`src/rtl/mul_pkg.sv`:
```
// mul_pkg: shared FSM encoding, default sizes and the tie-break helper
// for the shared multiplier arbiter.
package mul_pkg;

  typedef enum logic [1:0] {
    ST_IDLE = 2'd0,
    ST_RUN  = 2'd1,
    ST_DONE = 2'd2
  } mul_state_e;

  localparam int MUL_WIDTH = 32;
  localparam int MUL_CNT_W = 6;

  // Requester 1 wins when it is the only one asking, or on a tie when
  // requester 1 was not the most recent grant (last_grant == 0).
  function automatic logic pick_req1(input logic v0, input logic v1,
                                     input logic last_grant);
    return v1 && (!v0 || !last_grant);
  endfunction

endpackage

```
`src/rtl/shift_add_mul_core.sv`:
```
// shift_add_mul_core: sequential unsigned multiplier, one shift-add step per
// cycle for WIDTH cycles. start loads the operands; done pulses for one cycle
// once product_o holds the full 2*WIDTH-bit result.
module shift_add_mul_core #(
  parameter int WIDTH = 32,
  parameter int CNT_W = 6
) (
  input  logic               clk,
  input  logic               reset,
  input  logic               start_i,
  input  logic [WIDTH-1:0]   a_i,
  input  logic [WIDTH-1:0]   b_i,
  output logic               done_o,
  output logic [2*WIDTH-1:0] product_o
);

  logic               run_q;
  logic               done_q;
  logic [CNT_W-1:0]   cnt_q;
  logic [WIDTH-1:0]   b_q;
  logic [2*WIDTH-1:0] acc_q;    // {upper partial sum, remaining multiplier bits}

  logic [WIDTH:0]     sum_s;    // one extra bit keeps the carry of the add
  logic [2*WIDTH-1:0] acc_step_s;

  // One shift-add step: LSB of the multiplier selects adding b to the upper half,
  // then the whole accumulator (with carry) shifts right by one.
  always_comb begin
    sum_s = {1'b0, acc_q[2*WIDTH-1:WIDTH]};
    if (acc_q[0]) begin
      sum_s = sum_s + {1'b0, b_q};
    end else begin
      sum_s = sum_s;
    end
    acc_step_s = {sum_s, acc_q[WIDTH-1:1]};
  end

  // Operand load on start, WIDTH iterations while running, single-cycle done pulse.
  always_ff @(posedge clk or posedge reset) begin
    if (reset) begin
      run_q  <= 1'b0;
      done_q <= 1'b0;
      cnt_q  <= {CNT_W{1'b0}};
      b_q    <= {WIDTH{1'b0}};
      acc_q  <= {(2*WIDTH){1'b0}};
    end else begin
      done_q <= 1'b0;
      if (start_i) begin
        run_q <= 1'b1;
        cnt_q <= {CNT_W{1'b0}};
        b_q   <= b_i;
        acc_q <= {{WIDTH{1'b0}}, a_i};
      end else if (run_q) begin
        acc_q <= acc_step_s;
        cnt_q <= cnt_q + {{(CNT_W-1){1'b0}}, 1'b1};
        if (cnt_q == CNT_W'(WIDTH - 1)) begin
          run_q  <= 1'b0;
          done_q <= 1'b1;
        end
      end
    end
  end

  assign done_o    = done_q;
  assign product_o = acc_q;

endmodule

```
`src/rtl/mul_share_arbiter.sv`:
```
// mul_share_arbiter: two requesters share one sequential shift-add multiplier.
// Round-robin grant in IDLE, one multiply in flight, result held until taken.
// Optional build macro: MUL_SHARE_ZERO_BYPASS_EN -- an accepted pair with a
// zero operand skips the multiply and answers 0 one cycle after accept.
module mul_share_arbiter
  import mul_pkg::*;
#(
  parameter int WIDTH = MUL_WIDTH,
  parameter int CNT_W = MUL_CNT_W
) (
  input  logic               clk,
  input  logic               reset,
  input  logic               req0_valid,
  input  logic [WIDTH-1:0]   req0_a,
  input  logic [WIDTH-1:0]   req0_b,
  output logic               req0_ready,
  input  logic               req1_valid,
  input  logic [WIDTH-1:0]   req1_a,
  input  logic [WIDTH-1:0]   req1_b,
  output logic               req1_ready,
  output logic               rsp_valid,
  output logic               rsp_id,
  output logic [2*WIDTH-1:0] rsp_data,
  input  logic               rsp_ready,
  output logic               busy
);

  mul_state_e         state_q;
  logic               last_grant_q;
  logic               id_q;
  logic               bypass_q;
  logic               rsp_valid_q;
  logic               rsp_id_q;
  logic               busy_q;
  logic [2*WIDTH-1:0] rsp_data_q;

  logic               idle_s;
  logic               win1_s;
  logic               grant0_s;
  logic               grant1_s;
  logic               accept_s;
  logic               zero_hit_s;
  logic               start_s;
  logic               core_done_s;
  logic [WIDTH-1:0]   sel_a_s;
  logic [WIDTH-1:0]   sel_b_s;
  logic [2*WIDTH-1:0] core_product_s;

  // Grants are combinational from the valids and only offered in IDLE out of reset.
  assign idle_s   = (state_q == ST_IDLE) && !reset;
  assign win1_s   = pick_req1(req0_valid, req1_valid, last_grant_q);
  assign grant1_s = idle_s && win1_s;
  assign grant0_s = idle_s && req0_valid && !win1_s;
  assign accept_s = grant0_s || grant1_s;

  assign sel_a_s  = win1_s ? req1_a : req0_a;
  assign sel_b_s  = win1_s ? req1_b : req0_b;

`ifdef MUL_SHARE_ZERO_BYPASS_EN
  assign zero_hit_s = (sel_a_s == {WIDTH{1'b0}}) || (sel_b_s == {WIDTH{1'b0}});
`else
  assign zero_hit_s = 1'b0;
`endif

  // The core only runs for pairs that actually need the iterative multiply.
  assign start_s = accept_s && !zero_hit_s;

  shift_add_mul_core #(
    .WIDTH (WIDTH),
    .CNT_W (CNT_W)
  ) u_core (
    .clk       (clk),
    .reset     (reset),
    .start_i   (start_s),
    .a_i       (sel_a_s),
    .b_i       (sel_b_s),
    .done_o    (core_done_s),
    .product_o (core_product_s)
  );

  // Arbiter FSM: accept in IDLE, wait for the core in RUN, hold the response in DONE.
  always_ff @(posedge clk or posedge reset) begin
    if (reset) begin
      state_q      <= ST_IDLE;
      last_grant_q <= 1'b1;
      id_q         <= 1'b0;
      bypass_q     <= 1'b0;
      rsp_valid_q  <= 1'b0;
      rsp_id_q     <= 1'b0;
      busy_q       <= 1'b0;
      rsp_data_q   <= {(2*WIDTH){1'b0}};
    end else begin
      case (state_q)
        ST_IDLE: begin
          if (accept_s) begin
            state_q      <= ST_RUN;
            busy_q       <= 1'b1;
            id_q         <= grant1_s;
            last_grant_q <= grant1_s;
            bypass_q     <= zero_hit_s;
          end
        end
        ST_RUN: begin
          if (core_done_s || bypass_q) begin
            state_q     <= ST_DONE;
            rsp_valid_q <= 1'b1;
            rsp_id_q    <= id_q;
            rsp_data_q  <= bypass_q ? {(2*WIDTH){1'b0}} : core_product_s;
            bypass_q    <= 1'b0;
          end
        end
        ST_DONE: begin
          if (rsp_ready) begin
            state_q     <= ST_IDLE;
            rsp_valid_q <= 1'b0;
            busy_q      <= 1'b0;
          end
        end
        default: begin
          state_q     <= ST_IDLE;
          rsp_valid_q <= 1'b0;
          busy_q      <= 1'b0;
          bypass_q    <= 1'b0;
        end
      endcase
    end
  end

  assign req0_ready = grant0_s;
  assign req1_ready = grant1_s;
  assign rsp_valid  = rsp_valid_q;
  assign rsp_id     = rsp_id_q;
  assign rsp_data   = rsp_data_q;
  assign busy       = busy_q;

endmodule

```
`config.mk`:
```
export PLATFORM = sky130hd
export DESIGN_NAME = mul_share_arbiter
export DESIGN_NICKNAME = d
export VERILOG_FILES = /design/src/rtl/mul_pkg.sv /design/src/rtl/shift_add_mul_core.sv /design/src/rtl/mul_share_arbiter.sv
export SDC_FILE = /design/constraint.sdc
export NUM_CORES = 1
export LEC_CHECK = 0
export CORE_ASPECT_RATIO = 1.25
export CORE_MARGIN = 2
export CORE_UTILIZATION = 48
export CTS_BUF_LIST = sky130_fd_sc_hd__clkbuf_2 sky130_fd_sc_hd__clkbuf_4 sky130_fd_sc_hd__clkbuf_8
export DETAILED_ROUTE_END_ITERATION = 7
export GPL_ROUTABILITY_DRIVEN = 0
export PLACE_DENSITY_LB_ADDON = 0.3
export SYNTH_ARGS = -nofsm -noshare
export SYNTH_HDL_FRONTEND = slang
export SYNTH_SLANG_ARGS = --single-unit
```
`constraint.sdc`:
```
create_clock -name clk -period 5.7 [get_ports clk]
set_clock_uncertainty 0.1 [all_clocks]
set_input_delay 0.855 -clock clk [delete_from_list [all_inputs] [get_ports clk]]
set_output_delay 0.855 -clock clk [all_outputs]
set_load 0.01 [all_outputs]
```
Word level (Yosys, flattened, before mapping)
Cells that the tools add are included.
{ "totals": {"in_bits": 133, "word_cells": 70, "regBits": 176, "output_inout_bits": 69} }
{ "op_classes": {"n_reduce_logical": 20, "muxes": 26, "n_addsub": 2, "n_bitwise": 3, "eq_ne": 6} }
{ "op_table": {"columns": ["operator", "n"], "rows": [
  ["64-bit 2-to-1 mux", 3],
  ["32-bit 2-to-1 mux", 2],
  ["32-bit by 32-bit adder with 33-bit output", 1],
  ["33-bit 2-to-1 mux", 1],
  ["6-bit 2-to-1 mux", 2],
  ["3-bit AND reduction", 4],
  ["1-bit 2-to-1 mux", 11],
  ["1-bit one-hot mux with 3 select lines", 3],
  ["6-bit by 1-bit adder with 6-bit output, second input constant", 1],
  ["6-bit by 5-bit == test with 1-bit output, second input constant", 1],
  ["2-bit 2-to-1 mux", 3],
  ["2-bit inequality test, second input constant", 3],
  ["2-bit one-hot mux with 3 select lines", 1],
  ["1-bit logical AND", 5],
  ["1-bit logical NOT", 4],
  ["2-bit AND reduction", 2],
  ["1-bit logical OR", 3],
  ["1-bit inverter", 3],
  ["2-bit by 1-bit == test with 1-bit output, second input constant", 1],
  ["2-bit == test, second input constant", 1],
  ["2-bit logical NOT", 1],
  ["2-bit nonzero test", 1]
]} }

Depth between registers and ports, before layout
Gate-level depths: netlist (run 1).
{ "logic_depth": {"word_depth": 8, "depth_mapped": 9, "mapped_depth_nobuf": 9} }

Cells and area by module
A second synthesis (run 1) with hierarchy kept.
{ "hier_totals": {"hier_cells": 842, "area_unflattened_um2": 9723.1} }
{ "modules_own_cells": {"columns": ["mod", "seq_area_each_um2", "area_per_inst_um2", "cells_per_inst", "instances"], "rows": [
  ["shift_add_mul_core", 2602.5, 6099.6, 607, 1],
  ["mul_share_arbiter", 1778.0, 3623.5, 235, 1]
]} }

Worst setup path before layout (run 1)
Ideal clock, no wire load.
{ "synth_timing": {"path_type": "in2out", "start": "input port req1_valid", "end": "output port req0_ready", "required_time_ps": 4745, "n_path_buf": 2, "setup_slack_ps": 2891, "arrival_time_ps": 1854, "path_stages": 4, "path_cell_list": "a21boi_1 buf_2 clkbuf_1 nor2_1"} }
{ "synth_between": {"elab_chain_len": 3} }
{ "synth_lines": {"columns": ["item", "line_no", "text"], "rows": [
  ["from (decl)", "mul_share_arbiter.sv:17", "input logic req1_valid,"],
  ["1-bit logical AND", "mul_pkg.sv:18", "return v1 && (!v0 || !last_grant);"],
  ["1-bit logical NOT", "mul_share_arbiter.sv:53", "assign grant0_s = idle_s && req0_valid && !win1_s;"],
  ["1-bit logical AND", "mul_share_arbiter.sv:53", null],
  ["to (decl)", "mul_share_arbiter.sv:16", "output logic req0_ready,"]
]} }
Every way passes these cells.

Worst setup path in the final report (run 1)
{ "layout_timing": {"start": "input port reset", "end": "output port req0_ready"} }
{ "layout_between": {"elab_chain_len": 4} }
{ "layout_lines": {"columns": ["item", "line_no", "text"], "rows": [
  ["from (decl)", "mul_share_arbiter.sv:12", "input logic reset,"],
  ["1-bit logical NOT (no source line)", null, null],
  ["1-bit logical AND", "mul_share_arbiter.sv:50", "assign idle_s = (state_q == ST_IDLE) && !reset;"],
  ["1-bit logical AND (2 in a row)", "mul_share_arbiter.sv:53", null]
]} }
Every way passes these cells.

==> results of run 1 <==
[power groups by stage]
stage | clock, W | combinational, W | sequential, W
after global routing | 0.000935 | 0.00405 | 0.00239
after detailed placement | 0 | 0.00360 | 0.00235
after global placement | 0 | 0.00353 | 0.00232
final | 0.000863 | 0.00364 | 0.00231
after CTS | 0.000886 | 0.00363 | 0.00232
after floorplan | 0 | 0.00275 | 0.00216
[critical path: cells and delay by family]
family	cells	cell delay, ns
AND/OR/NAND/NOR	3	0.86
buffers and inverters	2	1.03
[final cells by class]
type                    instances  area [um2]  share of cell area
clock buffers                  17         234              0.0191
flip-flops and latches        175        4380               0.358
clock inverters                15         163              0.0133
multi-input cells             707        5000               0.409
inverters                       7        31.3             0.00256
repair buffers                211        2090               0.171
well taps                     270         338              0.0276
[placed cells by master, fill, tap and decap left out, types with 5 or more instances in the layout]
| cell type | netlist | routed |
|---|---|---|
| mux2i_1 | 79 | 79 |
| a21o_1 | 14 | 14 |
| dfrtp_1 | 174 | 173 |
| nor3_1 | 7 | 7 |
| nor3b_1 | 7 | 7 |
| ha_1 | 33 | 33 |
| a31oi_1 | 7 | 7 |
| o21ai_1 | 13 | 13 |
| inv_8 | 0 | 5 |
| nand4_1 | 10 | 10 |
| o21ai_0 | 69 | 68 |
| inv_6 | 0 | 5 |
| a211oi_1 | 42 | 42 |
| nand2_1 | 77 | 77 |
| o211ai_1 | 7 | 7 |
| xor2_1 | 21 | 21 |
| o22ai_1 | 9 | 9 |
| inv_1 | 7 | 6 |
| clkbuf_8 | 1 | 17 |
| nor2b_1 | 34 | 34 |
| clkdlybuf4s50_1 | 0 | 201 |
| nand3b_1 | 5 | 5 |
| mux2_2 | 64 | 64 |
| nor2_1 | 41 | 41 |
| buf_4 | 1 | 10 |
| xnor2_1 | 8 | 8 |
| nand3_1 | 7 | 7 |
| a21oi_1 | 98 | 98 |
[worst paths after layout]
path | cells after the start | to
hold / removal | 1 | u_core.done_o
setup / recovery | 5 | req0_ready
min in group asynchronous | 2 | state_q[1]
max in group asynchronous | 3 | u_core.product_o[45]
setup reg to reg | 9 | u_core.product_o[63]
hold reg to reg | 1 | u_core.done_o
[registers in the layout, summed over array words and instances (netlist names)]
| name | cells |
|---|---|
| u_core.b_q | 32 |
| u_core.done_o | 1 |
| rsp_id | 1 |
| rsp_valid | 1 |
| id_q | 1 |
| last_grant_q | 1 |
| u_core.cnt_q | 6 |
| state_q | 2 |
| busy | 1 |
| u_core.run_q | 1 |
| rsp_data | 64 |
| u_core.product_o | 64 |
[stage by stage]
| stage | cells | total power, W |
|---|---|---|
| 2_1_floorplan | 950 | 0.00492 |
| 3_3_place_gp | 1370 | 0.00585 |
| 3_5_place_dp | 1370 | 0.00595 |
| 4_1_cts | 1402 | 0.00684 |
| 5_1_grt | 1402 | 0.00738 |
| 6_report | 1402 | 0.00682 |
[synthesized netlist by cell type (3+ instances only)]
library cell	instances
o21ai_0	69
buf_1	6
o21bai_1	3
nand2_1	77
nor3_1	7
o31ai_1	4
xnor2_1	8
or3_1	4
o22ai_1	9
a21o_1	14
o21a_1	3
nand2b_1	4
inv_1	7
nand3b_1	5
a21oi_1	98
buf_2	13
nand2_2	4
dfrtp_1	174
nand3_1	7
buf_6	5
o21ai_1	13
mux2i_1	79
clkbuf_1	34
a21boi_1	4
mux2_2	64
o211ai_1	7
ha_1	33
nor3b_1	7
a31oi_1	7
a22oi_1	3
xor2_1	21
nor2b_1	34
a211oi_1	42
nand4_1	10
nor2_1	41
[cell families after synthesis]
family          Yosys count  synth area share
compound gates          289             0.178
simple gates            211             0.108
flops                   175             0.452
mux                     144             0.157
buf+inv                  68            0.0337
fa+ha+maj                34            0.0447
xor+xnor                 29            0.0262
[layer usage]
layer	wire length [um]	GRT usage
met5	0	0
met4	616	0.0735
met3	1570	0.0650
met2	11400	0.378
met1	9760	0.281
==> results.cfg, run 1 <==
[place]
dp_slack_ns = 2.01
dp_hpwl_mm = 16.8
placed_area_um2 = 11800
numPortBuffers = 201

[timing]
finalHoldViolCount = 0
fin_crit_sh = 0.649
slew_viol_final = 0
slew_headroom = 0.240
setup_viol = 0
worst_pin_slew_ns = 1.14
fmax_mhz = 270
setup-tns-final_ns = 0
rsz0062_at_grt = false
fin_crit_ns = 3.70
fin_ws_ns = 2.00
hold_ws_ns = 0.386

[yosys]
synth_area_per_cell_um2 = 10.2
synth_top_area_frac = 0.449
synth_warnings = 0
synth_area_leaders = dfrtp_1, mux2i_1, mux2_2
syn_area_um2 = 9690
postSynth.asyncResetShare = 1.00
yosysSeqAreaShare = 0.452
synth_fp_nets = 1117
syn_inst = 950
ys_seq_elements = 175
ys_types = 60
synth-main-ff-cell = dfrtp_1
synth-edff-count = 0
synth_top_cell_by_area = dfrtp_1

[clock_tree]
cts_hold_buf = 0
cts_resized = 0
root_buffer = clkbuf_8
clkLatencyLatePin_ns = 0.48
numCtsBuffers = 17
path_clk_slew_ns = 0.09
cts_sinks = 175
postCtsSetupRepairBufs = 0
h-tree-depth = 4
cts_max_path_buffers = 2
cts_tree = done

[power_and_ir_drop]
p_per_area_nw_per_um2 = 557
p_leak_nw = 5.53
ir_drop_uv = 256
p_sw_frac = 0.436
p_clk_frac = 0.127
switchingPower_w = 0.00298
p_seq_frac = 0.339
comb_power_share = 0.534
internal_power_w = 0.00385

[layout]
drive_gt1_frac = 0.109
post-route-util = 0.613
design_area_um2 = 12200
fillers = 1710
nets = 1286
syn_to_final_growth_pct = 26.3
insertedDiodeCount = 0

[setup_path]
path_max_fanout = 5
critical_path_class = primary input to output pin
startpoint = reset
cp.arrival_ns = 2.74
end_kind = output pin
ff2ff_setup_slack_ns = 2.60
worstSetupStartpointType = primary input
crit_slowest_cell = clkdlybuf4s50_1
critical_path.cell_chain = clkdlybuf4s50_1, nor3_1, nand2_1, nor2_1, clkdlybuf4s50_1
max_stage_delay_ns = 0.54
crit_path_frequent_cell = clkdlybuf4s50_1
crit_required_ns = 4.74
r2r-start = u_core.product_o[32]

[drt]
via_per_inst = 5.59
drtIter0Drc = 415
drc = 0
vias = 7838
antenna_left = 0
routed_wl_mm = 23.4
first_pass_iters = 7
routedWlPerCell_um = 16.7

[grt]
groute.usage.overall = 0.227
grt_pass1_vias = 7708
antenna_found_initial = 0
grt_pass1_wl_mm = 38.1
grt_start_max_net_pins = 98
grt.overflow.total = 0

[floorplanning]
io_pins = 202
die_area_um2 = 21300
start_util = 0.485
die_x_um = 131
dieHeight_um = 163
coreArea_um2 = 20000
rows = 58

[worst_hold_path]
min_path_type = flop to flop
holdCritStartpoint = u_core.cnt_q[5]

[status]
status = finished clean

[flow_run]
maxCapViolCount = 0
(Power assumes the default switching activity.)
==> run 2: changes to the inputs <==
--- a/config.mk
+++ b/config.mk
@@ -7,7 +7,7 @@
 export LEC_CHECK = 0
 export CORE_ASPECT_RATIO = 1.25
 export CORE_MARGIN = 2
-export CORE_UTILIZATION = 48
+export CORE_UTILIZATION = 53
 export CTS_BUF_LIST = sky130_fd_sc_hd__clkbuf_2 sky130_fd_sc_hd__clkbuf_4 sky130_fd_sc_hd__clkbuf_8
 export DETAILED_ROUTE_END_ITERATION = 7
 export GPL_ROUTABILITY_DRIVEN = 0
==> constraint.sdc (replaced) <==
create_clock -name clk -period 3.55 [get_ports clk]
set_clock_uncertainty 0.1 [all_clocks]
set_input_delay 0.5325 -clock clk [delete_from_list [all_inputs] [get_ports clk]]
set_output_delay 0.5325 -clock clk [all_outputs]
set_load 0.01 [all_outputs]
==> run 2 against run 1 <==
  * First-iteration DRC count fell by 18%
  * Count of clock-buffer cells in the layout did not move
  * Register-to-register slack got worse by 2.0 ns
  * Global-route usage rose by 1.4 points
  * Sequential power rose by 55%
  * Worst hold slack got worse by 0.0027 ns
  * Routed wire length fell by 2.2%
  * Critical path depth fell by 1
  * Core utilization rose by 6.7 points
  * Die area fell by 9.2%
  * Cell area rose by 0.21%
  * Total power rose by 61%
  * Highest routed layer unchanged
==> results.cfg, run 2 (same netlist as run 1, synthesis figures left out) <==
[setup_path]
crit_slowest_cell = nor3_1
startpoint = state_q[0]
path_max_fanout = 7
cp.arrival_ns = 2.36
ff2ff_setup_slack_ns = 0.60
worstSetupStartpointType = flop
crit_end = req0_ready
r2r-end = u_core.product_o[63]
critPathBufInv = 1
critical_path.cell_chain = nor3_1, nand2_1, nor2_1, clkdlybuf4s50_1
path_delay_family = simple AND/OR/NAND/NOR gates
critical_path_class = flop to output pin
cp_num_cells = 4
crit_required_ns = 2.92
r2r-start = u_core.product_o[32]
max_stage_delay_ns = 0.57
reg2regPathDepth = 9
end_kind = output pin

[drt]
routedWlPerCell_um = 16.8
drc = 0
via_per_inst = 5.73
antenna_left = 0
drtIter0Drc = 342
first_pass_iters = 4
vias = 7816
routed_wl_mm = 22.9

[timing]
rsz0062_at_grt = false
fmax_mhz = 334
worst_pin_slew_ns = 1.01
finalHoldViolCount = 0
fin_crit_ns = 2.99
setup_viol = 0
slew_headroom = 0.328
setup-tns-final_ns = 0
slew_viol_final = 0
fin_crit_sh = 0.843
hold_ws_ns = 0.383

[place]
numPortBuffers = 201
dp_hpwl_mm = 16.7
placed_area_um2 = 11900

[status]
status = finished clean

[power_and_ir_drop]
p_leak_nw = 5.56
power_w = 0.0110
ir_drop_uv = 424
p_per_area_nw_per_um2 = 895

[grt]
antenna_found_initial = 0
groute.usage.overall = 0.241
grt_start_max_net_pins = 146
grt_pass1_wl_mm = 37.9
grt_pass1_vias = 7843
grt.overflow.total = 0

[layout]
syn_to_final_growth_pct = 26.6
insertedDiodeCount = 0
layout_commonest_cell = clkdlybuf4s50_1
drive_gt1_frac = 0.112
nets = 1290
fillers = 1416
post-route-util = 0.680
final_cell_mix = clkdlybuf4s50_1, dfrtp_1, a21oi_1, mux2i_1, nand2_1
design_area_um2 = 12300

[clock_tree]
cts_hold_buf = 0
postCtsSetupRepairBufs = 0
clkLatencyLatePin_ns = 0.47
cts_max_path_buffers = 2
cts_resized = 0
cts_sinks = 175
numCtsBuffers = 17
path_clk_slew_ns = 0.10
root_buffer = clkbuf_8
cts_tree = done
h-tree-depth = 4

[floorplanning]
die_x_um = 125
rows = 55
die_area_um2 = 19400
dieHeight_um = 155
start_util = 0.537
io_pins = 202
coreArea_um2 = 18000

[flow_run]
maxCapViolCount = 0

[worst_hold_path]
min_path_type = flop to flop
-- run 2: worst min path at each step --
stage                    startpoint            end  slack, ns  cells past startpoint
detailed placement  u_core.cnt_q[5]  u_core.done_o       0.37                      1
global placement    u_core.cnt_q[5]  u_core.done_o       0.36                      1
finish              u_core.cnt_q[5]  u_core.done_o       0.38                      1
CTS                 u_core.cnt_q[5]  u_core.done_o       0.39                      1
floorplan           u_core.cnt_q[5]  u_core.done_o       0.33                      1
global route        u_core.cnt_q[5]  u_core.done_o       0.41                      1
-- run 2: layout make-up --
type,instances,area [um2],area share
multi-input combinational,707,5000,0.408
tap,228,285,0.0233
clock buffer,17,234,0.0191
inverter,7,30.0,0.00245
sequential,175,4380,0.357
clock inverter,15,165,0.0135
timing repair buffer,215,2170,0.177
-- run 2: through the flow --
step	instances	worst slack, ns
after detailed placement	1332	0.560
after floorplan	950	0.680
final	1364	0.558
after global routing	1364	0.383
after global placement	1332	0.573
after CTS	1364	0.507
-- run 2: power breakdown --
group          internal, W  switching, W  leakage, nW  total [W]
Combinational      0.00278       0.00324         3.17    0.00602
Sequential         0.00287      0.000699         2.19    0.00357
Clock             0.000532      0.000842        0.203    0.00137
Total              0.00619       0.00478         5.56     0.0110
-- run 2: routing by layer --
metal  wire length, um  part of all wire  track usage  vias up
li1                  -                 -            -     3816
met1              9460              0.41        0.291     3743
met2             11500              0.50        0.419      223
met3              1380             0.060       0.0588       34
met4               542             0.024       0.0899        0
met5                 0                 0            0        -
